===== config.mk =====
export PLATFORM = sky130hd
export DESIGN_NAME = gb80_bus_arbiter
export DESIGN_NICKNAME = d
export VERILOG_FILES = /design/src/rtl/gb80_bus_arbiter.sv
export SDC_FILE = /design/constraint.sdc
export NUM_CORES = 1
export LEC_CHECK = 0
export CAP_MARGIN = 20
export CORE_MARGIN = 3
export CORE_UTILIZATION = 30
export DETAILED_ROUTE_END_ITERATION = 12
export SETUP_SLACK_MARGIN = 0.4
export SKIP_LAST_GASP = 1
export SLEW_MARGIN = 20
export SYNTH_ARGS = -nofsm -noshare
export SYNTH_HDL_FRONTEND = slang
export SYNTH_SLANG_ARGS = --single-unit

===== constraint.sdc =====
create_clock -name i_clk -period 1.85 [get_ports i_clk]
set_input_delay 0.185 -clock i_clk [delete_from_list [all_inputs] [get_ports i_clk]]
set_output_delay 0.185 -clock i_clk [all_outputs]
set_load 0.02 [all_outputs]

===== src/rtl/gb80_bus_arbiter.sv =====
// gb80_bus_arbiter: shares the external memory bus between the CPU path and
// the OAM DMA engine, one owner per 4-clock machine cycle (T0..T3).
// Optional macro ARB_ROUND_ROBIN_EN: alternate the winner when both request;
// without it the DMA always wins a tie.
//
// state   | meaning
// S_RESET | held in reset, nobody owns the bus
// S_IDLE  | machine cycle with no owner, bus parked at IDLE_ADDR
// S_CPU   | CPU owns the current machine cycle
// S_DMA   | DMA owns the current machine cycle
module gb80_bus_arbiter #(
    parameter int DATA_WIDTH = 8,
    parameter int ADDR_WIDTH = 16,
    parameter logic [ADDR_WIDTH-1:0] IDLE_ADDR = 16'h0000
) (
    input  logic                  i_clk,
    input  logic                  i_reset,
    input  logic                  i_cpu_req,
    input  logic                  i_cpu_wr,
    input  logic [ADDR_WIDTH-1:0] i_cpu_addr,
    input  logic [DATA_WIDTH-1:0] i_cpu_wdata,
    output logic                  o_cpu_gnt,
    output logic                  o_cpu_ack,
    output logic [DATA_WIDTH-1:0] o_cpu_rdata,
    input  logic                  i_dma_req,
    input  logic                  i_dma_wr,
    input  logic [ADDR_WIDTH-1:0] i_dma_addr,
    input  logic [DATA_WIDTH-1:0] i_dma_wdata,
    output logic                  o_dma_gnt,
    output logic                  o_dma_ack,
    output logic [DATA_WIDTH-1:0] o_dma_rdata,
    output logic                  o_mem_rd_en,
    output logic                  o_mem_wr_en,
    output logic [ADDR_WIDTH-1:0] o_mem_addr,
    output logic [DATA_WIDTH-1:0] o_mem_wdata,
    input  logic [DATA_WIDTH-1:0] i_mem_rdata
);

    typedef enum logic [1:0] {
        S_RESET = 2'd0,
        S_IDLE  = 2'd1,
        S_CPU   = 2'd2,
        S_DMA   = 2'd3
    } state_t;

    state_t                state_q, state_d;
    logic [1:0]            cnt_q, cnt_d;
    logic                  wr_q, wr_d;
    logic [ADDR_WIDTH-1:0] addr_q, addr_d;
    logic [DATA_WIDTH-1:0] wdata_q, wdata_d;
    logic                  rd_en_q, rd_en_d;
    logic                  wr_en_q, wr_en_d;
    logic                  cpu_gnt_q, cpu_gnt_d;
    logic                  cpu_ack_q, cpu_ack_d;
    logic                  dma_gnt_q, dma_gnt_d;
    logic                  dma_ack_q, dma_ack_d;
    logic [DATA_WIDTH-1:0] cpu_rdata_q, cpu_rdata_d;
    logic [DATA_WIDTH-1:0] dma_rdata_q, dma_rdata_d;

    logic arb_edge;
    logic dma_win;
    logic cpu_win;
    logic own_d;

`ifdef ARB_ROUND_ROBIN_EN
    // last_q: 0 = CPU served last, 1 = DMA served last
    logic last_q, last_d;

    // Tie goes to whoever was not served last; a lone requester always wins.
    always_comb begin
        dma_win = i_dma_req && (!i_cpu_req || !last_q);
        cpu_win = i_cpu_req && !dma_win;
        last_d  = last_q;
        if (arb_edge && dma_win) begin
            last_d = 1'b1;
        end else if (arb_edge && cpu_win) begin
            last_d = 1'b0;
        end
    end

    // Last-served register, starts as CPU so the first tie goes to DMA.
    always_ff @(posedge i_clk) begin
        if (i_reset) begin
            last_q <= 1'b0;
        end else begin
            last_q <= last_d;
        end
    end
`else
    // Fixed priority: DMA beats CPU on a tie.
    always_comb begin
        dma_win = i_dma_req;
        cpu_win = i_cpu_req && !i_dma_req;
    end
`endif

    assign arb_edge = (cnt_q == 2'd3);

    // Next owner, capture of the winner's fields, and registered bus outputs.
    always_comb begin
        state_d     = state_q;
        cnt_d       = cnt_q + 2'd1;
        wr_d        = wr_q;
        addr_d      = addr_q;
        wdata_d     = wdata_q;
        cpu_rdata_d = cpu_rdata_q;
        dma_rdata_d = dma_rdata_q;

        if (arb_edge) begin
            if (dma_win) begin
                state_d = S_DMA;
                wr_d    = i_dma_wr;
                addr_d  = i_dma_addr;
                wdata_d = i_dma_wdata;
            end else if (cpu_win) begin
                state_d = S_CPU;
                wr_d    = i_cpu_wr;
                addr_d  = i_cpu_addr;
                wdata_d = i_cpu_wdata;
            end else begin
                state_d = S_IDLE;
                wr_d    = 1'b0;
                addr_d  = IDLE_ADDR;
                wdata_d = '0;
            end
        end else if (state_q == S_RESET) begin
            state_d = S_IDLE;
        end

        // Read data is taken at the end of T2 so it is valid alongside ack in T3.
        if (cnt_q == 2'd2 && !wr_q) begin
            if (state_q == S_CPU) cpu_rdata_d = i_mem_rdata;
            if (state_q == S_DMA) dma_rdata_d = i_mem_rdata;
        end

        own_d     = (state_d == S_CPU) || (state_d == S_DMA);
        rd_en_d   = own_d && !wr_d && (cnt_d != 2'd3);
        wr_en_d   = own_d && wr_d && (cnt_d == 2'd2);
        cpu_gnt_d = (state_d == S_CPU);
        dma_gnt_d = (state_d == S_DMA);
        cpu_ack_d = cpu_gnt_d && (cnt_d == 2'd3);
        dma_ack_d = dma_gnt_d && (cnt_d == 2'd3);
    end

    // All state and outputs registered; reset abandons any cycle in flight.
    always_ff @(posedge i_clk) begin
        if (i_reset) begin
            state_q     <= S_RESET;
            cnt_q       <= 2'b11;
            wr_q        <= 1'b0;
            addr_q      <= IDLE_ADDR;
            wdata_q     <= '0;
            rd_en_q     <= 1'b0;
            wr_en_q     <= 1'b0;
            cpu_gnt_q   <= 1'b0;
            cpu_ack_q   <= 1'b0;
            dma_gnt_q   <= 1'b0;
            dma_ack_q   <= 1'b0;
            cpu_rdata_q <= '0;
            dma_rdata_q <= '0;
        end else begin
            state_q     <= state_d;
            cnt_q       <= cnt_d;
            wr_q        <= wr_d;
            addr_q      <= addr_d;
            wdata_q     <= wdata_d;
            rd_en_q     <= rd_en_d;
            wr_en_q     <= wr_en_d;
            cpu_gnt_q   <= cpu_gnt_d;
            cpu_ack_q   <= cpu_ack_d;
            dma_gnt_q   <= dma_gnt_d;
            dma_ack_q   <= dma_ack_d;
            cpu_rdata_q <= cpu_rdata_d;
            dma_rdata_q <= dma_rdata_d;
        end
    end

    assign o_cpu_gnt   = cpu_gnt_q;
    assign o_cpu_ack   = cpu_ack_q;
    assign o_cpu_rdata = cpu_rdata_q;
    assign o_dma_gnt   = dma_gnt_q;
    assign o_dma_ack   = dma_ack_q;
    assign o_dma_rdata = dma_rdata_q;
    assign o_mem_rd_en = rd_en_q;
    assign o_mem_wr_en = wr_en_q;
    assign o_mem_addr  = addr_q;
    assign o_mem_wdata = wdata_q;

endmodule

==> out/summary.txt <==
H-tree depth -> 2
Final setup fails -> 0
Worst path bufs/invs -> 1
Row cnt -> 29
First DRT Iteration DRCs -> 49
Drc violations -> 0
Dpl ws -> 0.3032 ns
Layout area overhead -> 65.69%
Mux share of post-synthesis cell area -> 3.812%
Die area -> 8043 um^2
Compound-gate portion of the synthesized area -> 24.72%
Main combinational cell family by area after synthesis -> compound AO/OA/AOI/OAI gates
Element type at the critical path start -> flop
Setup TNS -> 0 ns
Hold path start -> i_reset
Final Cell Area -> 3481 um^2
Share of layout cells above drive strength 1 -> 16.15%
Part of the cycle the worst path needs -> 76.02%
WL/cell -> 14.37 um
Pwr dens -> 787.0 nW/um^2
Placed Cells -> 403
# hold bufs at CTS -> 0
Slew HR -> 76.43%
Syn Area/Cell -> 9.863 um^2
Count leader, synth -> dfxtp_1
Largest net degree at the start of global routing -> 27
Crit path max-delay family -> buffers and inverters
Core area -> 6568 um^2
WS Path Type -> reg -> out
Die height -> 89.68 um
WP depth -> 1
RSZ-0062 raised after global routing -> no
Fin. max-slew vios -> 0
Post-synthesis simple-gate area fraction -> 14.95%
Hold EP -> state_q[1]
GRT Residual Overflow -> 0
FF-to-FF path depth -> 5
Starting Density -> 31.99%
Vias per cell -> 4.573
Synth warn -> 0
Post-Synth Adder-Cell Area -> 2.382%
Width of the die -> 89.68 um
Minimum clock period -> 1.406 ns
Vias in the first global route -> 1840
Clock skew -> 0.006120 ns
Slew of the pin with the lowest slew margin -> 0.3536 ns
Clk sinks -> 51
Max_cap viols -> 0
Clk buf depth -> 2
Fmax -> 711.0 MHz
Max VDD drop -> 0.4364 mV
Reg-to-reg endpoint -> o_cpu_ack
TritonRoute pass-1 iters -> 4
Hold Vio Cnt, Final -> 0
Primary FF master, synth -> dfxtp_1
Crit. End Element -> output port
Worst-path fanout max -> 1
Number of I/O pins -> 108
Register bit count reported by yosys -> 51
CP max stage delay -> 0.60 ns
Final worst slack -> 0.4435 ns
Hold depth -> 3
Syn_nets -> 279
Clock root cell -> clkbuf_8
WL final -> 5963 um
Worst-skew pair later-pin latency -> 0.30 ns
Ant diodes -> 0
Post-DP Area -> 3269 um^2
Start of the worst register-to-register path -> cnt_q[0]
Post-synth top cells -> dfxtp_1 (51), nor2_1 (37), a22oi_1 (24), a211oi_2 (20), nand2_1 (17)
Global-route wire length before repair -> 8894 um
Final HPWL from detailed placement -> 4266 um
DRT antenna net count -> 0
# port buffers -> 107
Yosys top cell area share -> 48.60%
Worst-path clk slew -> 0.09 ns
Worst Hold Class -> in -> reg
Leading area contributor after synthesis -> dfxtp_1
Final Net Count -> 387
Post-synth EDFFs -> 0
Synth cell types -> 28
Critical path data arrival time -> 1.22 ns
Dominant cells by area after synthesis -> dfxtp_1 (49%), a211oi_2 (12%), a22oi_1 (8.6%)
Vias -> 1898
Leak pwr -> 1.620 nW
Status -> finished, final reports clean
Max stage delay cell, worst path -> clkdlybuf4s50_1
Post-synthesis async set-or-reset flop share -> 0%
Initial antenna violation count -> 0
Fin cells -> 415
Post-Syn Instances -> 213
GP Congestion -> 0.8107
Cell Area, Synth -> 2101 um^2
GRT Total Usage -> 14.20%
Post-synthesis sequential area ratio -> 48.60%
Post-Synth XOR/XNOR Area -> 0%
Internal reg-to-reg setup slack -> 0.45 ns
Num CTS Buffers -> 5
Crit-path cells -> clkdlybuf4s50_1
CTS tree -> yes
WP data required -> 1.66 ns
[through the flow]
step	utilization (%)	hold slack [ns]	power [W]
floorplan	-	0.3210	0.001627
global placement	49.78	0.4229	0.001963
detailed placement	49.78	0.4381	0.001971
CTS	51.31	0.1961	0.002761
global route	53.00	0.2274	0.002880
finish	53.00	0.2124	0.002739
[repair_timing]
item                       in CTS  in global routing
pin swaps                       1                  1
setup endpoints to repair      32                 61
resized for setup              26                 27
buffers inserted                0                  4
[how the worst max path moves through the flow]
stage                           endpoint           start  slack, ns
after global routing      o_cpu_rdata[7]        cnt_q[0]       0.39
after floorplan           o_cpu_rdata[0]        cnt_q[0]       0.45
after global placement    o_mem_addr[15]       i_cpu_req       0.36
after detailed placement     o_mem_wr_en       i_dma_req       0.30
final                        o_mem_rd_en     o_mem_rd_en       0.44
after CTS                 o_cpu_rdata[4]  o_cpu_rdata[4]       0.40
[layer usage]
metal / up-vias / track usage [%] / wire length (um)
li1: 968 / - / -
met5: - / 0 / 0
met4: 0 / 3.654 / 40
met1: 860 / 17.78 / 2576
met3: 4 / 6.478 / 611
met2: 66 / 22.21 / 2735
[layout by cell type (no fill, tap or decap), drive strengths merged, types with 3 or more instances in the layout]
master and n:
nor2 37, a22oi 24, dlygate4sd2 24, ha 4
a211oi 24, inv 3, clkdlybuf4s50 65, clkbuf 6
nand2 17, and3 3, a21oi 9, dfxtp 51
mux2i 8, dlymetal6s2s 17, buf 14
[flip-flops by register name (all words and copies together), names as in the netlist, 2 cells and up]
register / cells
o_dma_rdata: 8
state_q: 2
o_mem_addr: 16
o_cpu_rdata: 8
o_mem_wdata: 8
cnt_q: 2
[final cells by class]
cell class,count,area [um^2]
Sequential cell,51,1026
Clock inverter,2,35.03
Clock buffer,6,82.58
Tap cell,93,116.4
Fill cell,627,3087
Multi-Input combinational cell,140,1011
Timing Repair Buffer,120,1196
Inverter,3,13.76
[logic make-up (layout without fill, tap and decap cells)]
kind of cell | Yosys count | count (layout)
muxes | 8 | 8
and+or+nand+nor | 69 | 69
buffers and inverters | 22 | 131
DFF | 51 | 51
AOI/OAI and AO/OA | 59 | 59
adders and majority gates | 4 | 4
[power breakdown]
| part | total [W] | leakage [nW] | internal [W] | switching (W) |
|---|---|---|---|---|
| registers | 0.00124 | 0.419 | 0.00119 | 0.0000518 |
| logic | 0.000698 | 1.14 | 0.000356 | 0.000342 |
| clock network | 0.000804 | 0.0612 | 0.000438 | 0.000366 |
| total | 0.00274 | 1.62 | 0.00198 | 0.000760 |
(Power assumes the default switching activity.)
